--- src/rtl/stage_wb_param.sv ---
// Write-back stage: W pipeline registers, load extraction/extension, link data,
// GRF write enable, retire counter and previous-retire history for bypassing.
module stage_wb_param #(
  parameter int unsigned DATA_W = 32,
  parameter int unsigned RA_W   = 5,
  parameter int unsigned CNT_W  = 32
) (
  input  logic              clk,
  input  logic              rst_n,
  input  logic              valid_M,
  input  logic [31:0]       pc_M,
  input  logic              we_M,
  input  logic [RA_W-1:0]   a3_M,
  input  logic [1:0]        wd_src_M,
  input  logic [2:0]        ld_type_M,
  input  logic [DATA_W-1:0] ao_M,
  input  logic [DATA_W-1:0] dm_M,
  input  logic              stall_W,
  input  logic              flush_W,
  input  logic              clr_cnt,
  output logic [RA_W-1:0]   A3_W,
  output logic [DATA_W-1:0] WD3_W,
  output logic              grf_we_W,
  output logic              valid_W,
  output logic [RA_W-1:0]   A3_H,
  output logic [DATA_W-1:0] WD3_H,
  output logic              we_H,
  output logic [CNT_W-1:0]  retired
);

  localparam int unsigned LaneW = $clog2(DATA_W / 8);

  logic              valid_q;
  logic [31:0]       pc_q;
  logic              we_q;
  logic [RA_W-1:0]   a3_q;
  logic [1:0]        wd_src_q;
  logic [2:0]        ld_type_q;
  logic [DATA_W-1:0] ao_q;
  logic [DATA_W-1:0] dm_q;

  logic [CNT_W-1:0]  cnt_q, cnt_d;
  logic [RA_W-1:0]   a3_h_q;
  logic [DATA_W-1:0] wd_h_q;
  logic              we_h_q;

  logic              retire;
  logic [7:0]        byte_v;
  logic [15:0]       half_v;
  logic [31:0]       link32;
  logic [DATA_W-1:0] mem_data;
  logic [DATA_W-1:0] wd;
  logic              grf_we;

  // Flush only kills the slot; the payload registers keep their old contents.
  always_ff @(posedge clk or negedge rst_n) begin
    if (!rst_n) begin
      valid_q   <= 1'b0;
      pc_q      <= '0;
      we_q      <= 1'b0;
      a3_q      <= '0;
      wd_src_q  <= '0;
      ld_type_q <= '0;
      ao_q      <= '0;
      dm_q      <= '0;
    end else if (flush_W) begin
      valid_q   <= 1'b0;
    end else if (!stall_W) begin
      valid_q   <= valid_M;
      pc_q      <= pc_M;
      we_q      <= we_M;
      a3_q      <= a3_M;
      wd_src_q  <= wd_src_M;
      ld_type_q <= ld_type_M;
      ao_q      <= ao_M;
      dm_q      <= dm_M;
    end
  end

  always_comb begin
    byte_v = 8'(dm_q >> {ao_q[LaneW-1:0], 3'b000});
    half_v = 16'(dm_q >> {ao_q[LaneW-1:1], 4'b0000});
    link32 = pc_q + 32'd8;
    case (ld_type_q)
      3'b001:  mem_data = {{(DATA_W-8){byte_v[7]}}, byte_v};
      3'b010:  mem_data = {{(DATA_W-8){1'b0}}, byte_v};
      3'b011:  mem_data = {{(DATA_W-16){half_v[15]}}, half_v};
      3'b100:  mem_data = {{(DATA_W-16){1'b0}}, half_v};
      default: mem_data = dm_q;
    endcase
    case (wd_src_q)
      2'b01:   wd = mem_data;
      2'b10:   wd = DATA_W'(link32);
      default: wd = ao_q;
    endcase
    grf_we = valid_q & we_q & (a3_q != '0);
  end

  // A stalled slot never retires, so a flush over a stall leaves count/history alone.
  assign retire = valid_q & ~stall_W;

  always_comb begin
    cnt_d = cnt_q;
    if (clr_cnt) begin
      cnt_d = '0;
    end else if (retire) begin
      cnt_d = cnt_q + CNT_W'(1);
    end
  end

  always_ff @(posedge clk or negedge rst_n) begin
    if (!rst_n) begin
      cnt_q  <= '0;
      a3_h_q <= '0;
      wd_h_q <= '0;
      we_h_q <= 1'b0;
    end else begin
      cnt_q <= cnt_d;
      if (retire) begin
        a3_h_q <= a3_q;
        wd_h_q <= wd;
        we_h_q <= grf_we;
      end
    end
  end

  assign A3_W     = a3_q;
  assign WD3_W    = wd;
  assign grf_we_W = grf_we;
  assign valid_W  = valid_q;
  assign A3_H     = a3_h_q;
  assign WD3_H    = wd_h_q;
  assign we_H     = we_h_q;
  assign retired  = cnt_q;

endmodule

--- config.mk ---
export PLATFORM = sky130hd
export DESIGN_NAME = stage_wb_param
export DESIGN_NICKNAME = d
export VERILOG_FILES = /design/src/rtl/stage_wb_param.sv
export SDC_FILE = /design/constraint.sdc
export NUM_CORES = 1
export LEC_CHECK = 0
export CAP_MARGIN = 20
export CORE_AREA = 2 2 168 170
export DETAILED_ROUTE_END_ITERATION = 10
export DIE_AREA = 0 0 170 172
export PLACE_DENSITY = 0.62
export SYNTH_ARGS = -nofsm -noshare
export SYNTH_HDL_FRONTEND = slang
export SYNTH_SLANG_ARGS = --single-unit
--- constraint.sdc ---
create_clock -name clk -period 3.2 [get_ports clk]
set_input_delay 0.48 -clock clk [delete_from_list [all_inputs] [get_ports clk]]
set_output_delay 0.48 -clock clk [all_outputs]
set_load 0.02 [all_outputs]
==> summary.txt <==
Outcome
  – Status: complete, no violations

Yosys
  – Avg Inst Size Synth: 9.97 um^2
  – Mux share of post-synthesis cell area: 0.150
  – Top-count cell post-synth: dfrtp_1
  – Syn Std Cell Area: 9500 um^2
  – Async S/R FF share, synth: 1.00
  – Top cells by area, synth: dfrtp_1, mux2_2, nand2_1
  – Compound-Gate Fraction of Synth Area: 0.139
  – Post-synth EDFFs: 0
  – Largest family of logic cells by synthesized area: simple AND/OR/NAND/NOR gates
  – Post-Synth Simple-Gate Area: 0.173
  – Most frequent cells after synthesis: dfrtp_1, mux2_2, nand2_1
  – Synth Register Bits: 178
  – Post-Synth XOR/XNOR Area: 0.0323
  – Synthesized Nets: 1070
  – Post-synth top area share: 0.469
  – Post-synthesis adder-cell area fraction: 0.00527
  – Area leader, netlist: dfrtp_1
  – Synth Instances: 953
  – Post-synth cell types: 64
  – Seq/Total Area, Yosys: 0.469
  – Post-synth top flop: dfrtp_1
  – Synth Warn #: 0

Timing
  – Fin crit share: 0.989
  – Clock Skews: 0.0155 ns
  – Endpoints failing hold: 0
  – Final Setup Violations: 0
  – Worst-Margin Slew: 0.627 ns
  – Final setup margin: 0.0364 ns
  – Final min period: 3.16 ns
  – Fmax: 0.316 GHz
  – Final Max Tran Viols: 0
  – Headroom to the max-slew limit: 0.580
  – Worst hold slack: ~0.48 ns

Critical path
  – FF-to-FF path depth: 6
  – WP data arrival: 2.68 ns
  – CP endpoint: WD3_W[15]
  – Worst reg2reg setup slack: around 0.91 ns
  – R2r endpoint: retired[28]
  – Critical Path RT: 2.72 ns
  – CP Launch Point: ao_q[1]
  – Worst Setup End Kind: primary output
  – Reg2reg start: retired[0]
  – CP startpoint kind: register
  – Crit-path slowest cell: or3b_2
  – Cell Chain, Critical Path: buf_4, or3b_2, o22ai_4, o21ai_0, a221oi_2, a21oi_1, clkdlybuf4s15_1
  – Crit Path Class: reg2out
  – Worst stage delay on the critical path: 0.47 ns
  – CP max FO: 6

Drt
  – Final wirelength: between 30000 and 40000 um
  – First DRT Iteration DRCs: 593
  – Wirelength per Cell: 20.0 um
  – Final ANT Viol Nets: 0
  – DRT Pass-1 Iters: 5
  – Post-route DRC violation count: 0
  – Vias post-DR: 8395
  – Via density: approximately 5.4

Clock tree
  – CTS tree: built
  – Clock Pin Slew Worst Setup and Hold Paths: 0.07 ns
  – Root buffer cell: clkbuf_16
  – CTS Buf Count: 17
  – H-tree levels: 4
  – Clock sinks: 178
  – Clock latency on the worst-skew pair: 0.45 ns
  – Max Buffers Root-to-Sink: 2

Global routing
  – Global-route wire length before repair: around 47000 um
  – Vias in the first global route: 8097
  – Initial antenna violation count: 0
  – GR Overflow Total: 0
  – GRT Util Overall: 0.213
  – Largest net degree at the start of global routing: 59

Floorplanning
  – Die Span Y: 172 um
  – Initial core utilization: 0.346
  – Die W: 170 um
  – Die area: 29200 um^2
  – Core Region: between 20000 and 30000 um^2
  – # rows: 61
  – I/O Pins: 222

Power
  – Leakage power: 5.34 nW
  – Pwr per Cell Area: between 500 and 600 nW/um^2
  – Maximum vdd drop: 0.334 mV

Final layout
  – Design area: between 10000 and 15000 um^2
  – Layout area overhead: 38.9%
  – Share of cells above drive strength 1: 0.217
  – # fillers: 2566
  – Number of nets in the layout: 1312
  – # diodes: 0

Place
  – Pre-CTS WS: 0.0747 ns
  – PortBufs: between 200 and 250
  – Dpl hpwl: 23100 um
  – Placed cell area: 12500 um^2
  – Final GP Congestion: 0.896

Run
  – Max Cap Violations: 0

Min path
  – Worst min-delay path category: reg2reg
==> critical path, delay by kind of cell (launching register included) <==
kind / cells / cell delay, ns
flops: 1 / 0.44
compound gates: 4 / 0.86
buf+inv: 2 / 0.47
simple gates: 1 / 0.47
==> cells by family after synthesis <==
kind of cell    Yosys count
compound gates          201
xor+xnor                 35
fa+ha+maj                 4
buf+inv                  77
flops                   178
mux                     127
simple gates            331
==> what timing repair did <==
item | CTS | global route
pin swaps | 4 | 4
setup buffers | 2 | 0
hold buffers | 1 | 0
endpoints found under the setup margin | 31 | 18
gates resized for setup | 86 | 23
endpoints found under the hold margin | 18 | 0
cloned | 0 | 0
==> routing by layer <==
metal  GRT usage  vias to the layer above  wire length, um
met1       0.297                     4090            14400
met4      0.0654                        0              597
met2       0.334                      316            14300
met3      0.0423                       37             1850
met5           0                        -                0
li1            -                     3952                -
==> state kept, by name, summed over array words and instances (netlist names), 2 cells and up <==
register / cells
ao_q: 32
retired: 32
A3_H: 5
A3_W: 5
wd_src_q: 2
ld_type_q: 3
WD3_H: 32
dm_q: 32
pc_q: 32
==> layout make-up <==
type	instances	area [um^2]	share of cell area
Inverter	17	63.8	0.00484
Clock inverter	15	156	0.0119
Tap cell	346	433	0.0328
Sequential cell	178	4460	0.338
Multi-Input combinational cell	698	4940	0.375
Clock buffer	17	425	0.0322
Timing Repair Buffer	283	2720	0.206
==> power by group <==
group | internal, mW | leakage, nW | switching [mW] | total (mW)
Combinational | 1.27 | 2.88 | 1.52 | 2.78
Sequential | 2.61 | 2.17 | 0.318 | 2.93
Clock | 1.05 | 0.285 | 1.05 | 2.10
Total | 4.93 | 5.34 | 2.88 | 7.81
==> metrics by stage <==
stage	cells	utilization	total power, mW	setup TNS [ns]
5_1_grt	1554	0.480	8.19	-0.0116
6_report	1554	0.480	7.81	0
3_5_place_dp	1519	0.454	5.74	0
2_1_floorplan	953	-	4.34	0
3_3_place_gp	1519	0.454	5.72	0
4_1_cts	1554	0.478	7.83	0
==> worst min path at each step <==
stage / startpoint / endpoint / slack [ns] / cells past startpoint
global route: A3_H[4] / A3_H[4] / 0.50 / 2
finish: A3_H[4] / A3_H[4] / 0.48 / 2
detailed placement: rst_n / retired[7] / 0.46 / 1
CTS: A3_H[4] / A3_H[4] / 0.48 / 2
global placement: A3_H[2] / A3_H[2] / 0.46 / 2
floorplan: rst_n / A3_H[0] / 0.18 / 0
==> cell usage in the layout (no fill, tap or decap), drive strengths merged, types with 4 or more instances in the layout <==
| cell type | instances |
|---|---|
| or4 | 11 |
| xor2 | 13 |
| mux2i | 15 |
| dfrtp | 178 |
| clkdlybuf4s50 | 188 |
| dlygate4sd2 | 19 |
| nand2b | 12 |
| nand2 | 96 |
| and3 | 8 |
| nor2b | 13 |
| a31oi | 24 |
| or3 | 9 |
| nand4 | 14 |
| nor4 | 9 |
| a21o | 14 |
| clkbuf | 20 |
| a22oi | 5 |
| o22ai | 5 |
| o211ai | 9 |
| nor3 | 17 |
| xnor2 | 22 |
| o31a | 8 |
| nand3b | 8 |
| nor2 | 89 |
| buf | 69 |
| ha | 4 |
| mux2 | 111 |
| o221ai | 13 |
| clkinv | 5 |
| nor3b | 5 |
| o21ai | 48 |
| inv | 26 |
| a21oi | 35 |
| o21a | 5 |
| and4 | 6 |
| nand3 | 23 |
| o31ai | 15 |
No activity file was read; power rests on OpenSTA's default activity.
